<file path="src/rtl/parc_mem_req_arb_if.sv">
// Request/response bundle between N requesters and one memory port.
// slave = arbiter view, master = requesters plus memory (testbench view).
interface parc_mem_req_arb_if #(
    parameter int unsigned NUM_PORTS = 2,
    parameter int unsigned REQ_SZ    = 67,
    parameter int unsigned RESP_SZ   = 35
);
    logic [NUM_PORTS*REQ_SZ-1:0]  in_req_msg;
    logic [NUM_PORTS-1:0]         in_req_val;
    logic [NUM_PORTS-1:0]         in_req_rdy;
    logic [NUM_PORTS*RESP_SZ-1:0] in_resp_msg;
    logic [NUM_PORTS-1:0]         in_resp_val;
    logic [REQ_SZ-1:0]            out_req_msg;
    logic                         out_req_val;
    logic                         out_req_rdy;
    logic [RESP_SZ-1:0]           out_resp_msg;
    logic                         out_resp_val;

    modport master (
        output in_req_msg, in_req_val, out_req_rdy, out_resp_msg, out_resp_val,
        input  in_req_rdy, in_resp_msg, in_resp_val, out_req_msg, out_req_val
    );

    modport slave (
        input  in_req_msg, in_req_val, out_req_rdy, out_resp_msg, out_resp_val,
        output in_req_rdy, in_resp_msg, in_resp_val, out_req_msg, out_req_val
    );
endinterface

</file>
<file path="src/rtl/parc_mem_req_arb.sv">
// N-port memory request arbiter (round-robin or fixed priority) with a tag FIFO
// that steers in-order memory responses back to the port that issued each request.
module parc_mem_req_arb #(
    parameter int unsigned NUM_PORTS       = 2,
    parameter int unsigned REQ_SZ          = 67,
    parameter int unsigned RESP_SZ         = 35,
    parameter int unsigned MAX_OUTSTANDING = 4,
    parameter int unsigned PRIORITY_MODE   = 0
) (
    input  logic                               clk_i,
    input  logic                               rst_ni,
    parc_mem_req_arb_if.slave                  bus,
    output logic [$clog2(MAX_OUTSTANDING):0]   outstanding_o,
    output logic                               err_orphan_resp_o
);
    localparam int unsigned IdxW = (NUM_PORTS > 1) ? $clog2(NUM_PORTS) : 1;
    localparam int unsigned PtrW = (MAX_OUTSTANDING > 1) ? $clog2(MAX_OUTSTANDING) : 1;
    localparam int unsigned CntW = $clog2(MAX_OUTSTANDING) + 1;
    localparam logic [CntW-1:0] MaxCnt   = CntW'(MAX_OUTSTANDING);
    localparam logic [PtrW-1:0] LastPtr  = PtrW'(MAX_OUTSTANDING - 1);
    localparam logic [IdxW-1:0] LastPort = IdxW'(NUM_PORTS - 1);

    logic [IdxW-1:0] rr_ptr_q, rr_ptr_d;
    logic [IdxW-1:0] tag_q [MAX_OUTSTANDING];
    logic [PtrW-1:0] head_q, head_d, tail_q, tail_d;
    logic [CntW-1:0] cnt_q, cnt_d;
    logic            err_q, err_d;

    logic            full, empty, fire, pop, found;
    logic [IdxW-1:0] gnt, cand;
    int unsigned     base;

    assign full  = (cnt_q == MaxCnt);
    assign empty = (cnt_q == '0);

    // Scan from the rotating pointer (or from port 0) for the first valid requester.
    always_comb begin
        gnt   = '0;
        cand  = '0;
        found = 1'b0;
        base  = (PRIORITY_MODE == 0) ? int'(rr_ptr_q) : 0;
        for (int k = 0; k < NUM_PORTS; k++) begin
            cand = IdxW'((base + k) % NUM_PORTS);
            if (!found && bus.in_req_val[cand]) begin
                found = 1'b1;
                gnt   = cand;
            end
        end
    end

    always_comb begin
        bus.out_req_msg = bus.in_req_msg[REQ_SZ-1:0];
        for (int i = 0; i < NUM_PORTS; i++) begin
            if (gnt == IdxW'(i)) bus.out_req_msg = bus.in_req_msg[i*REQ_SZ +: REQ_SZ];
        end
    end

    assign bus.out_req_val = rst_ni & (|bus.in_req_val) & !full;
    assign fire            = bus.out_req_val & bus.out_req_rdy;
    assign pop             = rst_ni & bus.out_resp_val & !empty;
    assign bus.in_resp_msg = {NUM_PORTS{bus.out_resp_msg}};

    always_comb begin
        bus.in_req_rdy  = '0;
        bus.in_resp_val = '0;
        for (int i = 0; i < NUM_PORTS; i++) begin
            bus.in_req_rdy[i]  = rst_ni & bus.out_req_rdy & !full & (gnt == IdxW'(i))
                                 & bus.in_req_val[i];
            bus.in_resp_val[i] = pop & (tag_q[head_q] == IdxW'(i));
        end
    end

    always_comb begin
        rr_ptr_d = rr_ptr_q;
        head_d   = head_q;
        tail_d   = tail_q;
        cnt_d    = cnt_q;
        err_d    = err_q | (bus.out_resp_val & empty);
        if (fire) begin
            tail_d = (tail_q == LastPtr) ? '0 : tail_q + 1'b1;
            if (PRIORITY_MODE == 0) rr_ptr_d = (gnt == LastPort) ? '0 : gnt + 1'b1;
        end
        if (pop) head_d = (head_q == LastPtr) ? '0 : head_q + 1'b1;
        case ({fire, pop})
            2'b10:   cnt_d = cnt_q + 1'b1;
            2'b01:   cnt_d = cnt_q - 1'b1;
            default: cnt_d = cnt_q;
        endcase
    end

    always_ff @(posedge clk_i or negedge rst_ni) begin
        if (!rst_ni) begin
            rr_ptr_q <= '0;
            head_q   <= '0;
            tail_q   <= '0;
            cnt_q    <= '0;
            err_q    <= 1'b0;
            for (int i = 0; i < MAX_OUTSTANDING; i++) tag_q[i] <= '0;
        end else begin
            rr_ptr_q <= rr_ptr_d;
            head_q   <= head_d;
            tail_q   <= tail_d;
            cnt_q    <= cnt_d;
            err_q    <= err_d;
            if (fire) tag_q[tail_q] <= gnt;
        end
    end

    assign outstanding_o     = cnt_q;
    assign err_orphan_resp_o = err_q;
endmodule

</file>
<file path="src/flat_wrapper.sv">
// flat-port wrapper written by rule: the top's interface ports become plain ports
module parc_mem_req_arb_flat 
#(
    parameter int unsigned NUM_PORTS       = 2,
    parameter int unsigned REQ_SZ          = 67,
    parameter int unsigned RESP_SZ         = 35,
    parameter int unsigned MAX_OUTSTANDING = 4,
    parameter int unsigned PRIORITY_MODE   = 0
)
  (clk_i, rst_ni, outstanding_o, err_orphan_resp_o, bus_in_req_msg, bus_in_req_val, bus_out_req_rdy, bus_out_resp_msg, bus_out_resp_val, bus_in_req_rdy, bus_in_resp_msg, bus_in_resp_val, bus_out_req_msg, bus_out_req_val);
  parc_mem_req_arb_if #(.NUM_PORTS(NUM_PORTS), .REQ_SZ(REQ_SZ), .RESP_SZ(RESP_SZ)) bus_i ();
  input  logic clk_i;
  input  logic rst_ni;
  output logic [$clog2(MAX_OUTSTANDING):0] outstanding_o;
  output logic err_orphan_resp_o;
  input wire logic [$bits(bus_i.in_req_msg)-1:0] bus_in_req_msg;
  input wire logic [$bits(bus_i.in_req_val)-1:0] bus_in_req_val;
  input wire logic [$bits(bus_i.out_req_rdy)-1:0] bus_out_req_rdy;
  input wire logic [$bits(bus_i.out_resp_msg)-1:0] bus_out_resp_msg;
  input wire logic [$bits(bus_i.out_resp_val)-1:0] bus_out_resp_val;
  output wire logic [$bits(bus_i.in_req_rdy)-1:0] bus_in_req_rdy;
  output wire logic [$bits(bus_i.in_resp_msg)-1:0] bus_in_resp_msg;
  output wire logic [$bits(bus_i.in_resp_val)-1:0] bus_in_resp_val;
  output wire logic [$bits(bus_i.out_req_msg)-1:0] bus_out_req_msg;
  output wire logic [$bits(bus_i.out_req_val)-1:0] bus_out_req_val;
  assign bus_i.in_req_msg = bus_in_req_msg;
  assign bus_i.in_req_val = bus_in_req_val;
  assign bus_i.out_req_rdy = bus_out_req_rdy;
  assign bus_i.out_resp_msg = bus_out_resp_msg;
  assign bus_i.out_resp_val = bus_out_resp_val;
  assign bus_in_req_rdy = bus_i.in_req_rdy;
  assign bus_in_resp_msg = bus_i.in_resp_msg;
  assign bus_in_resp_val = bus_i.in_resp_val;
  assign bus_out_req_msg = bus_i.out_req_msg;
  assign bus_out_req_val = bus_i.out_req_val;
  parc_mem_req_arb #(.NUM_PORTS(NUM_PORTS), .REQ_SZ(REQ_SZ), .RESP_SZ(RESP_SZ), .MAX_OUTSTANDING(MAX_OUTSTANDING), .PRIORITY_MODE(PRIORITY_MODE)) u_core (.clk_i(clk_i), .rst_ni(rst_ni), .bus(bus_i), .outstanding_o(outstanding_o), .err_orphan_resp_o(err_orphan_resp_o));
endmodule
</file>
<file path="config.mk">
export PLATFORM = sky130hd
export DESIGN_NAME = parc_mem_req_arb_flat
export DESIGN_NICKNAME = d
export VERILOG_FILES = /design/src/rtl/parc_mem_req_arb_if.sv /design/src/rtl/parc_mem_req_arb.sv /design/src/flat_wrapper.sv
export SDC_FILE = /design/constraint.sdc
export NUM_CORES = 1
export LEC_CHECK = 0
export BUFFER_PORTS_ARGS = -buffer_cell sky130_fd_sc_hd__buf_2
export CAP_MARGIN = 0
export CORE_AREA = 2 2 126 128
export CTS_BUF_LIST = sky130_fd_sc_hd__clkbuf_4 sky130_fd_sc_hd__clkbuf_8 sky130_fd_sc_hd__clkbuf_16
export CTS_CLUSTER_DIAMETER = 100
export CTS_CLUSTER_SIZE = 12
export DETAILED_ROUTE_END_ITERATION = 8
export DIE_AREA = 0 0 128 130
export PLACE_DENSITY = 0.54
export SLEW_MARGIN = 15
export SYNTH_ARGS = -nofsm -noshare
export SYNTH_HDL_FRONTEND = slang
export SYNTH_SLANG_ARGS = --single-unit
</file>
<file path="constraint.sdc">
create_clock -name clk_i -period 2.3 [get_ports clk_i]
set_input_delay 0.23 -clock clk_i [delete_from_list [all_inputs] [get_ports clk_i]]
set_output_delay 0.23 -clock clk_i [all_outputs]
set_load 0.02 [all_outputs]
</file>
==> flow_summary.html, run 1 <==
<table>
<tr><th>Metric</th><th>Value</th></tr>
<tr><th colspan="2">Yosys</th></tr>
<tr><td>Post-synthesis compound-gate area fraction</td><td>around 3.7%</td></tr>
<tr><td>Number of enable-type register cells in the synthesized netlist</td><td>0</td></tr>
<tr><td>Mux contribution to synthesized area</td><td>roughly two fifths</td></tr>
<tr><td>Number of nets produced by synthesis</td><td>393</td></tr>
<tr><td>Share of synthesized flip-flops with an asynchronous set or reset</td><td>100%</td></tr>
<tr><td>Fraction of post-synthesis cell area in the top cell type by area</td><td>between 30% and 40%</td></tr>
<tr><td>Simple-Gate Fraction of Synth Area</td><td>under 10%</td></tr>
<tr><td>Portion of the post-synthesis area used by sequential elements</td><td>15.6%</td></tr>
<tr><td>Cell with the most instances after synthesis</td><td>mux2_1</td></tr>
<tr><td>Adder-cell area share of the yosys netlist</td><td>under 10%</td></tr>
<tr><td>Number of library cell types mapped by synthesis</td><td>30</td></tr>
<tr><td>Summed instance area of the synthesized netlist</td><td>2090 µm²</td></tr>
<tr><td>Mean cell area of the mapped netlist</td><td>about 9.9 µm²</td></tr>
<tr><td>Number of synthesized register bits</td><td>13</td></tr>
<tr><td>Cell types with the largest area share after synthesis</td><td>mux2_1, buf_4, dfrtp_1</td></tr>
<tr><td>YS warnings</td><td>0</td></tr>
<tr><td>Main combinational cell family by area after synthesis</td><td>multiplexers</td></tr>
<tr><td>Commonest cells in the netlist</td><td>mux2_1, buf_4, dfrtp_1</td></tr>
<tr><td>Gate count after technology mapping</td><td>between 200 and 250</td></tr>
<tr><td>Xor-xnor portion of the synthesized cell area</td><td>about 1.3%</td></tr>
<tr><td>Top flip-flop cell by instance count after synthesis</td><td>dfrtp_1</td></tr>
<tr><td>Most area-hungry cell type in the Yosys netlist</td><td>mux2_1</td></tr>
<tr><th colspan="2">Power</th></tr>
<tr><td>Total leakage power</td><td>roughly 1.6 nW</td></tr>
<tr><td>P per Cell Area</td><td>slightly below 700 nW/µm²</td></tr>
<tr><td>Sum of internal, switching and leakage power</td><td>~0.0021 W</td></tr>
<tr><td>Max IR drop VDD</td><td>roughly 460 µV</td></tr>
<tr><th colspan="2">Cells and area</th></tr>
<tr><td>Layout-stage area growth over the synthesis result</td><td>44.4%</td></tr>
<tr><td>Ratio of cells with drive above 1 in the final layout</td><td>between 60 and 70%</td></tr>
<tr><td>Number of nets in the layout</td><td>~550</td></tr>
<tr><td>Count of inserted antenna diode cells</td><td>0</td></tr>
<tr><th colspan="2">GRT</th></tr>
<tr><td>Total congestion overflow</td><td>0</td></tr>
<tr><td>Number of antenna violations at the first check in global routing</td><td>0</td></tr>
<tr><td>First-pass GRT wire length</td><td>10600 µm</td></tr>
<tr><td>Aggregate global-route resource usage</td><td>under 10%</td></tr>
<tr><td>Largest net degree at the start of global routing</td><td>25</td></tr>
<tr><td>Via count of the first global-routing pass</td><td>around 1800</td></tr>
<tr><th colspan="2">Flow run</th></tr>
<tr><td>Reported max-cap violation count</td><td>0</td></tr>
<tr><th colspan="2">STA</th></tr>
<tr><td>Number of max-slew violations in the final report</td><td>0</td></tr>
<tr><td>Setup-failing EPs final</td><td>0</td></tr>
<tr><td>Max frequency</td><td>between 400 and 500 MHz</td></tr>
<tr><td>Clock skew after layout</td><td>0.00550 ns</td></tr>
<tr><td>Transition time at the pin with the least slew margin</td><td>between 0.2 and 0.3 ns</td></tr>
<tr><td>Total count of hold-check failures in the final report</td><td>0</td></tr>
<tr><td>Final period utilization</td><td>between 90% and 100%</td></tr>
<tr><td>Minimum setup slack in the final design</td><td>0.121 ns</td></tr>
<tr><td>Headroom to the max-slew limit</td><td>80.7%</td></tr>
<tr><td>Fin crit period</td><td>roughly 2.2 ns</td></tr>
<tr><th colspan="2">Drt</th></tr>
<tr><td>Wire length on met2</td><td>approximately 3900 µm</td></tr>
<tr><td>WL met3</td><td>about 700 µm</td></tr>
<tr><td>Vias per cell</td><td>around 3.6</td></tr>
<tr><td>Number of nets with antenna violations after detailed routing</td><td>0</td></tr>
<tr><td>Routed wire length</td><td>8040 µm</td></tr>
<tr><td>WL/cell</td><td>between 10 and 15 µm</td></tr>
<tr><td>Number of iterations in the first detailed-routing pass</td><td>4</td></tr>
<tr><td>Vias</td><td>approximately 2000</td></tr>
<tr><td>Max layer used</td><td>met4</td></tr>
<tr><td>Count of unresolved DRC violations after routing</td><td>0</td></tr>
<tr><td>Starting DRT DRC Count</td><td>30</td></tr>
<tr><td>Metal-1 WL</td><td>about 3400 µm</td></tr>
<tr><th colspan="2">Floorplan</th></tr>
<tr><td>Initial core utilization</td><td>between 10 and 15%</td></tr>
<tr><td>Horiz. Die Dim</td><td>approximately 130 µm</td></tr>
<tr><td>Height of the chip</td><td>roughly 130 µm</td></tr>
<tr><td>Io pins</td><td>321</td></tr>
<tr><td>Die outline area</td><td>~17000 µm²</td></tr>
<tr><td>Cell row count</td><td>46</td></tr>
<tr><td>Placeable core area</td><td>roughly 15000 µm²</td></tr>
<tr><th colspan="2">Hold path</th></tr>
<tr><td>Hold wc startpoint</td><td>bus_out_resp_val</td></tr>
<tr><td>Class of the tightest hold or removal check</td><td>in2reg</td></tr>
<tr><th colspan="2">Critical path</th></tr>
<tr><td>Critical path capture point type</td><td>flop</td></tr>
<tr><td>Critical path type</td><td>in2reg</td></tr>
<tr><td>Worst-path cell chain</td><td>dlygate4sd3_1 -&gt; buf_2 -&gt; o211a_4 -&gt; and2_1 -&gt; inv_2 -&gt; ha_2 -&gt; inv_1 -&gt; fa_1 -&gt; xor2_1 -&gt; nor2_1 -&gt; xor2_1</td></tr>
<tr><td>CP Data Required Time</td><td>roughly 2.5 ns</td></tr>
<tr><td>CP Max Fanout</td><td>7</td></tr>
<tr><td>Biggest cell delay along the critical path</td><td>between 0.5 and 0.6 ns</td></tr>
<tr><td>Critical R2R Launch</td><td>u_core.outstanding_o[1]</td></tr>
<tr><td>Crit path launch</td><td>rst_ni</td></tr>
<tr><td>Cell at the slowest stage of the critical path</td><td>dlygate4sd3_1</td></tr>
<tr><td>Data arrival time at the worst-slack endpoint</td><td>roughly 2.4 ns</td></tr>
<tr><td>Most frequent cell on the critical path</td><td>xor2_1</td></tr>
<tr><td>Startpoint kind of the worst setup timing path</td><td>primary input</td></tr>
<tr><td>Largest delay share family, worst path</td><td>buffers and inverters</td></tr>
<tr><td>Worst Path Buf+Inv</td><td>4</td></tr>
<tr><th colspan="2">Place</th></tr>
<tr><td>Gp weighted congestion</td><td>between 0.7 and 0.8</td></tr>
<tr><td>Detailed placer's ending HPWL</td><td>~7300 µm</td></tr>
<tr><td>Setup slack after placement</td><td>between 0.15 and 0.2 ns</td></tr>
<tr><td>Count of input and output buffers</td><td>roughly 220</td></tr>
<tr><th colspan="2">Clock network</th></tr>
<tr><td>CTS tree</td><td>done</td></tr>
<tr><td>Cell chosen for the clock root</td><td>clkbuf_16</td></tr>
<tr><td>CTS H-tree lvls</td><td>1</td></tr>
<tr><td>Skew-Pair Late Insertion Delay</td><td>roughly 0.24 ns</td></tr>
<tr><td>Number of buffers created by CTS</td><td>3</td></tr>
<tr><td>Clock transition time at the flip-flop clock pins of the worst setup and hold paths</td><td>~0.05 ns</td></tr>
<tr><td>CTS Sinks</td><td>13</td></tr>
<tr><td>Number of buffers on the longest clock path</td><td>2</td></tr>
<tr><th colspan="2">Run status</th></tr>
<tr><td>Outcome</td><td>completed</td></tr>
</table>
power breakdown:
group	internal (W)	switching (W)	total [W]
clock network	0.000231	0.0000955	0.000326
logic	0.000588	0.000748	0.00134
registers	0.000344	0.0000933	0.000437
total	0.00116	0.000937	0.00210
logic make-up after synthesis:
| logic type | count (synthesis) |
|---|---|
| buffers and inverters | 85 |
| XOR/XNOR | 3 |
| AO/OA/AOI/OAI | 9 |
| flip-flops | 13 |
| AND/OR/NAND/NOR | 20 |
| multiplexers | 74 |
| adder cells (fa/ha/maj) | 7 |
cells in the final DEF, fill, tap and decap left out, types with 2 or more instances in the layout:
cell,count
clkbuf_16,3
nor3_1,2
nor2_1,3
ha_1,5
inv_1,6
o21ai_1,2
xor2_1,2
mux2_1,72
buf_2,215
buf_4,9
nand3_1,6
a21o_1,2
dfrtp_1,13
and2_1,3
layer usage:
| metal | GRT usage [%] | vias up |
|---|---|---|
| li1 | - | 960 |
| met5 | 0 | - |
| met2 | 14.1 | 135 |
| met3 | 2.17 | 4 |
| met4 | 1.62 | 0 |
| met1 | 10.8 | 889 |
layout make-up:
class                      count  area, µm²
fill                        1710      12400
timing repair buffer         226       1170
multi-input combinational    113       1170
sequential                    13        325
tap                          192        240
clock buffer                   3       75.1
inverter                       7       26.3
clock inverter                 1       5.00
registers in the layout, indices dropped and copies added, names as in the netlist:
| signal | flops |
|---|---|
| u_core.rr_ptr_q | 1 |
| u_core.head_q | 2 |
| u_core.err_orphan_resp_o | 1 |
| u_core.tail_q | 2 |
| u_core.outstanding_o | 3 |
| u_core.tag_q | 4 |
what timing repair did:
action | CTS | global route
hold buffers | 1 | 0
hold endpoints to repair | 13 | 0
setup endpoints to repair | 0 | 1
resized for setup | 0 | 2
buffers inserted | 0 | 0
path summary, 6_finish.rpt:
kind / end / depth (start not counted) / slack [ns]
hold / removal: u_core.err_orphan_resp_o / 2 / 0.23
min in group asynchronous: u_core.err_orphan_resp_o / 3 / 0.51
hold reg to reg: u_core.err_orphan_resp_o / 1 / 0.47
max in group asynchronous: u_core.outstanding_o[0] / 3 / 1.65
setup / recovery: u_core.outstanding_o[2] / 11 / 0.12
setup reg to reg: u_core.outstanding_o[2] / 9 / 0.17
stage by stage:
| stage | setup TNS, ns | utilization (%) | hold slack, ns | instances | cell area (µm²) |
|---|---|---|---|---|---|
| 2_1_floorplan | 0 | - | -0.0656 | 211 | 2090 |
| 3_3_place_gp | 0 | 18.9 | 0.234 | 550 | 2920 |
| 3_5_place_dp | 0 | 18.9 | 0.230 | 550 | 2920 |
| 4_1_cts | 0 | 19.5 | 0.232 | 555 | 3010 |
| 5_1_grt | -0.00760 | 19.6 | 0.235 | 555 | 3020 |
| 6_report | 0 | 19.6 | 0.230 | 555 | 3020 |
Note: power is estimated with default switching activity, not from simulation.
==> run 2, diff against run 1 <==
--- a/config.mk
+++ b/config.mk
@@ -5,15 +5,16 @@
 export SDC_FILE = /design/constraint.sdc
 export NUM_CORES = 1
 export LEC_CHECK = 0
+export ABC_AREA = 1
 export BUFFER_PORTS_ARGS = -buffer_cell sky130_fd_sc_hd__buf_2
 export CAP_MARGIN = 0
-export CORE_AREA = 2 2 126 128
+export CORE_AREA = 2 2 124 126
 export CTS_BUF_LIST = sky130_fd_sc_hd__clkbuf_4 sky130_fd_sc_hd__clkbuf_8 sky130_fd_sc_hd__clkbuf_16
 export CTS_CLUSTER_DIAMETER = 100
 export CTS_CLUSTER_SIZE = 12
 export DETAILED_ROUTE_END_ITERATION = 8
-export DIE_AREA = 0 0 128 130
-export PLACE_DENSITY = 0.54
+export DIE_AREA = 0 0 126 128
+export PLACE_DENSITY = 0.56
 export SLEW_MARGIN = 15
 export SYNTH_ARGS = -nofsm -noshare
 export SYNTH_HDL_FRONTEND = slang
==> flow_summary.html, run 2 <==
<table>
<tr><th>Metric</th><th>Value</th></tr>
<tr><th colspan="2">Run status</th></tr>
<tr><td>Outcome</td><td>completed (unchanged)</td></tr>
<tr><th colspan="2">Floorplan</th></tr>
<tr><td>Horiz. Die Dim</td><td>126 µm (was 128 µm)</td></tr>
<tr><td>Initial core utilization</td><td>14.5% (was 13.5%)</td></tr>
<tr><td>Io pins</td><td>321 (unchanged)</td></tr>
<tr><td>Die outline area</td><td>16100 µm² (was 16600 µm²)</td></tr>
<tr><td>Height of the chip</td><td>128 µm (was 130 µm)</td></tr>
<tr><td>Placeable core area</td><td>14900 µm² (was 15400 µm²)</td></tr>
<tr><td>Cell row count</td><td>45 (was 46)</td></tr>
<tr><th colspan="2">Power</th></tr>
<tr><td>Sum of internal, switching and leakage power</td><td>0.00212 W (was 0.00210 W)</td></tr>
<tr><td>P per Cell Area</td><td>703 nW/µm² (was 696 nW/µm²)</td></tr>
<tr><td>Max IR drop VDD</td><td>267 µV (was 463 µV)</td></tr>
<tr><td>Total leakage power</td><td>1.95 nW (was 1.58 nW)</td></tr>
<tr><th colspan="2">Cells and area</th></tr>
<tr><td>Area occupied by registers</td><td>325 µm² (unchanged)</td></tr>
<tr><td>Finished Layout Cells</td><td>710 (was 555)</td></tr>
<tr><td>Count of inserted antenna diode cells</td><td>0 (unchanged)</td></tr>
<tr><td>Number of nets in the layout</td><td>705 (was 546)</td></tr>
<tr><td>Max reg flops</td><td>4 (unchanged)</td></tr>
<tr><td>Register with the highest flop count</td><td>u_core.tag_q (unchanged)</td></tr>
<tr><td>End-of-flow core utilization</td><td>20.3% (was 19.6%)</td></tr>
<tr><td>Leading cell type in the layout, fill and taps excluded</td><td>nand2_1 (was buf_2)</td></tr>
<tr><td>Fillers</td><td>1773 (was 1710)</td></tr>
<tr><td>Footprint of the multi-input gates</td><td>1170 µm² (about the same)</td></tr>
<tr><td>Layout-stage area growth over the synthesis result</td><td>39.8% (was 44.4%)</td></tr>
<tr><td>Ratio of cells with drive above 1 in the final layout</td><td>45.0% (was 65.0%)</td></tr>
<tr><td>Top library cells by usage in the layout, fill and taps aside</td><td>nand2_1, buf_2, inv_1, dfrtp_1, nand4_1 (was buf_2, mux2_1, dfrtp_1)</td></tr>
<tr><th colspan="2">Yosys</th></tr>
<tr><td>Top flip-flop cell by instance count after synthesis</td><td>dfrtp_1 (unchanged)</td></tr>
<tr><td>Fraction of post-synthesis cell area in the top cell type by area</td><td>39.9% (was 38.8%)</td></tr>
<tr><td>Mean cell area of the mapped netlist</td><td>5.67 µm² (was 9.90 µm²)</td></tr>
<tr><td>Commonest cells in the netlist</td><td>nand2_1, buf_4, dfrtp_1, inv_1 (was mux2_1, buf_4, dfrtp_1)</td></tr>
<tr><td>YS warnings</td><td>0 (unchanged)</td></tr>
<tr><td>Gate count after technology mapping</td><td>380 (was 211)</td></tr>
<tr><td>Summed instance area of the synthesized netlist</td><td>2160 µm² (was 2090 µm²)</td></tr>
<tr><td>Number of nets produced by synthesis</td><td>562 (was 393)</td></tr>
<tr><td>Number of synthesized register bits</td><td>13 (unchanged)</td></tr>
<tr><td>Cell with the most instances after synthesis</td><td>nand2_1 (was mux2_1)</td></tr>
<tr><td>Number of library cell types mapped by synthesis</td><td>27 (was 30)</td></tr>
<tr><td>Most area-hungry cell type in the Yosys netlist</td><td>nand2_1 (was mux2_1)</td></tr>
<tr><td>Cell types with the largest area share after synthesis</td><td>nand2_1, buf_4, dfrtp_1 (was mux2_1, buf_4, dfrtp_1)</td></tr>
<tr><td>Share of synthesized flip-flops with an asynchronous set or reset</td><td>100% (unchanged)</td></tr>
<tr><td>Number of enable-type register cells in the synthesized netlist</td><td>0 (unchanged)</td></tr>
<tr><td>Portion of the post-synthesis area used by sequential elements</td><td>15.1% (was 15.6%)</td></tr>
<tr><th colspan="2">Drt</th></tr>
<tr><td>Vias</td><td>2502 (was 1988)</td></tr>
<tr><td>Routed wire length</td><td>7420 µm (was 8040 µm)</td></tr>
<tr><td>Count of unresolved DRC violations after routing</td><td>0 (unchanged)</td></tr>
<tr><td>Number of iterations in the first detailed-routing pass</td><td>4 (unchanged)</td></tr>
<tr><td>Starting DRT DRC Count</td><td>81 (was 30)</td></tr>
<tr><td>WL/cell</td><td>10.4 µm (was 14.5 µm)</td></tr>
<tr><td>Metal-1 WL</td><td>3090 µm (was 3430 µm)</td></tr>
<tr><td>Max layer used</td><td>met3 (was met4)</td></tr>
<tr><td>WL met3</td><td>900 µm (was 696 µm)</td></tr>
<tr><td>Vias per cell</td><td>3.52 (was 3.58)</td></tr>
<tr><td>Number of nets with antenna violations after detailed routing</td><td>0 (unchanged)</td></tr>
<tr><td>Wire length on met2</td><td>3420 µm (was 3880 µm)</td></tr>
<tr><th colspan="2">STA</th></tr>
<tr><td>Fin crit period</td><td>2.14 ns (was 2.18 ns)</td></tr>
<tr><td>Clock skew after layout</td><td>0.000402 ns (was 0.00550 ns)</td></tr>
<tr><td>Setup-failing EPs final</td><td>0 (unchanged)</td></tr>
<tr><td>Max frequency</td><td>468 MHz (was 459 MHz)</td></tr>
<tr><td>Setup repair after global routing missed its margin</td><td>no</td></tr>
<tr><td>Transition time at the pin with the least slew margin</td><td>0.383 ns (was 0.290 ns)</td></tr>
<tr><td>Number of max-slew violations in the final report</td><td>0 (unchanged)</td></tr>
<tr><td>Headroom to the max-slew limit</td><td>74.5% (was 80.7%)</td></tr>
<tr><td>Final period utilization</td><td>92.9% (was 94.7%)</td></tr>
<tr><td>Total count of hold-check failures in the final report</td><td>0 (unchanged)</td></tr>
<tr><td>Accumulated negative setup slack</td><td>0 ns (unchanged)</td></tr>
<tr><th colspan="2">Critical path</th></tr>
<tr><td>Critical R2R Launch</td><td>u_core.outstanding_o[1] (unchanged)</td></tr>
<tr><td>Most frequent cell on the critical path</td><td>inv_1 (was xor2_1)</td></tr>
<tr><td>Cell at the slowest stage of the critical path</td><td>dlygate4sd3_1 (unchanged)</td></tr>
<tr><td>R2R cell count</td><td>9 (unchanged)</td></tr>
<tr><td>Startpoint kind of the worst setup timing path</td><td>primary input (unchanged)</td></tr>
<tr><td>CP Data Required Time</td><td>2.46 ns (was 2.47 ns)</td></tr>
<tr><td>CP Max Fanout</td><td>4 (was 7)</td></tr>
<tr><td>Setup slack of the worst register-to-register path</td><td>0.23 ns (was 0.17 ns)</td></tr>
<tr><td>Destination of the worst register-to-register timing path</td><td>u_core.outstanding_o[2] (unchanged)</td></tr>
<tr><td>Largest delay share family, worst path</td><td>buffers and inverters (unchanged)</td></tr>
<tr><td>Destination of the critical timing path</td><td>u_core.outstanding_o[2] (unchanged)</td></tr>
<tr><td>Crit. path cell count</td><td>10 (was 11)</td></tr>
<tr><td>Biggest cell delay along the critical path</td><td>0.52 ns (was 0.53 ns)</td></tr>
<tr><td>Data arrival time at the worst-slack endpoint</td><td>2.30 ns (was 2.35 ns)</td></tr>
<tr><td>Crit path launch</td><td>rst_ni (unchanged)</td></tr>
<tr><td>Worst-path cell chain</td><td>dlygate4sd3_1 -&gt; buf_2 -&gt; nand3_1 -&gt; inv_1 -&gt; ha_1 -&gt; inv_1 -&gt; fa_1 -&gt; or2_2 -&gt; nand2_1 -&gt; xor2_1 (was dlygate4sd3_1 -&gt; buf_2 -&gt; o211a_4 -&gt; and2_1 -&gt; inv_2 -&gt; ha_2 -&gt; inv_1 -&gt; fa_1 -&gt; xor2_1 -&gt; nor2_1 -&gt; xor2_1)</td></tr>
<tr><td>Worst Path Buf+Inv</td><td>4 (unchanged)</td></tr>
<tr><td>Critical path type</td><td>in2reg (unchanged)</td></tr>
<tr><td>Critical path capture point type</td><td>flop (unchanged)</td></tr>
<tr><th colspan="2">Clock network</th></tr>
<tr><td>Clock transition time at the flip-flop clock pins of the worst setup and hold paths</td><td>0.04 ns (was 0.05 ns)</td></tr>
<tr><td>Cell chosen for the clock root</td><td>clkbuf_16 (unchanged)</td></tr>
<tr><td>Number of buffers created by CTS</td><td>3 (unchanged)</td></tr>
<tr><td>CTS tree</td><td>done (unchanged)</td></tr>
<tr><td>Number of buffers on the longest clock path</td><td>2 (unchanged)</td></tr>
<tr><td>CTS H-tree lvls</td><td>1 (unchanged)</td></tr>
<tr><td>CTS Sinks</td><td>13 (unchanged)</td></tr>
<tr><td>Skew-Pair Late Insertion Delay</td><td>0.24 ns (about the same)</td></tr>
<tr><th colspan="2">GRT</th></tr>
<tr><td>Number of antenna violations at the first check in global routing</td><td>0 (unchanged)</td></tr>
<tr><td>Aggregate global-route resource usage</td><td>8.45% (was 8.33%)</td></tr>
<tr><td>Largest net degree at the start of global routing</td><td>40 (was 25)</td></tr>
<tr><td>Total congestion overflow</td><td>0 (unchanged)</td></tr>
<tr><td>Via count of the first global-routing pass</td><td>2350 (was 1846)</td></tr>
<tr><td>First-pass GRT wire length</td><td>11400 µm (was 10600 µm)</td></tr>
<tr><th colspan="2">Place</th></tr>
<tr><td>Count of input and output buffers</td><td>215 (unchanged)</td></tr>
<tr><td>Gp weighted congestion</td><td>0.757 (was 0.723)</td></tr>
<tr><td>Detailed placer's ending HPWL</td><td>6240 µm (was 7280 µm)</td></tr>
<tr><td># placed instances</td><td>704 (was 550)</td></tr>
<tr><th colspan="2">Flow run</th></tr>
<tr><td>Reported max-cap violation count</td><td>0 (unchanged)</td></tr>
<tr><th colspan="2">Hold path</th></tr>
<tr><td>Class of the tightest hold or removal check</td><td>in2reg (unchanged)</td></tr>
</table>
run 2: changes by cell type in the layout (fill, tap and decap cells not counted), moves of 3 or more:
cell | before | now
buf_4 | 9 | 6
mux2_1 | 72 | 0
nand4_1 | 0 | 8
nand2_1 | 0 | 227
inv_1 | 6 | 13
and2_1 | 3 | 0
run 2: repair_timing:
| item | in CTS | in global routing |
|---|---|---|
| buffers inserted | 0 | 0 |
| endpoints found under the hold margin | 4 | 0 |
| hold buffers | 2 | 0 |
| gates resized for setup | 0 | 2 |
| endpoints found under the setup margin | 0 | 1 |
run 2: kinds of logic after synthesis:
group | after synthesis | synth area share (%)
flops | 13 | 15.1
simple gates | 250 | 46.1
xor+xnor | 2 | 0.813
buf+inv | 100 | 30.8
compound gates | 8 | 2.79
fa+ha+maj | 7 | 4.41
run 2: report_power, final:
part | switching, W | internal (W)
sequential | 0.000102 | 0.000332
combinational | 0.000859 | 0.000485
clock | 0.0000933 | 0.000245
run 2: layout make-up:
class	instances	share of cell area (%)
sequential	13	10.8
tap	188	7.81
multi-input combinational	267	38.9
timing repair buffer	223	37.9
clock buffer	4	2.74
inverter	15	1.87
run 2: metal layers:
layer | vias to the layer above | GRT usage [%]
met4 | 0 | 0.517
met1 | 975 | 10.7
met5 | - | 0
met3 | 0 | 3.55
li1 | 1359 | -
met2 | 168 | 14.2
run 2: stage by stage:
stage	instance area (µm²)	worst slack [ns]	hold WS, ns
after floorplan	2160	0.238	-0.0656
after global placement	2910	0.190	0.0665
after detailed placement	2910	0.147	0.0649
after CTS	3010	0.0463	0.246
after global routing	3010	0.0425	0.252
final	3010	0.163	0.248
run 2: worst register-to-register path, delay by kind of cell (launching register included):
family,cells,cell delay [ns]
adder cells (fa/ha/maj),2,0.52
AO/OA/AOI/OAI,1,0.13
flip-flops,1,0.40
XOR/XNOR,1,0.14
buffers and inverters,1,0.06
AND/OR/NAND/NOR,4,0.75
run 2: worst min path at each step:
stage / from / endpoint / depth (start not counted)
2_1_floorplan: rst_ni / u_core.err_orphan_resp_o / 0
3_3_place_gp: rst_ni / u_core.outstanding_o[2] / 1
3_5_place_dp: rst_ni / u_core.outstanding_o[2] / 1
4_1_cts: bus_out_resp_val / u_core.err_orphan_resp_o / 2
5_1_grt: bus_out_resp_val / u_core.err_orphan_resp_o / 2
6_report: bus_out_resp_val / u_core.err_orphan_resp_o / 2
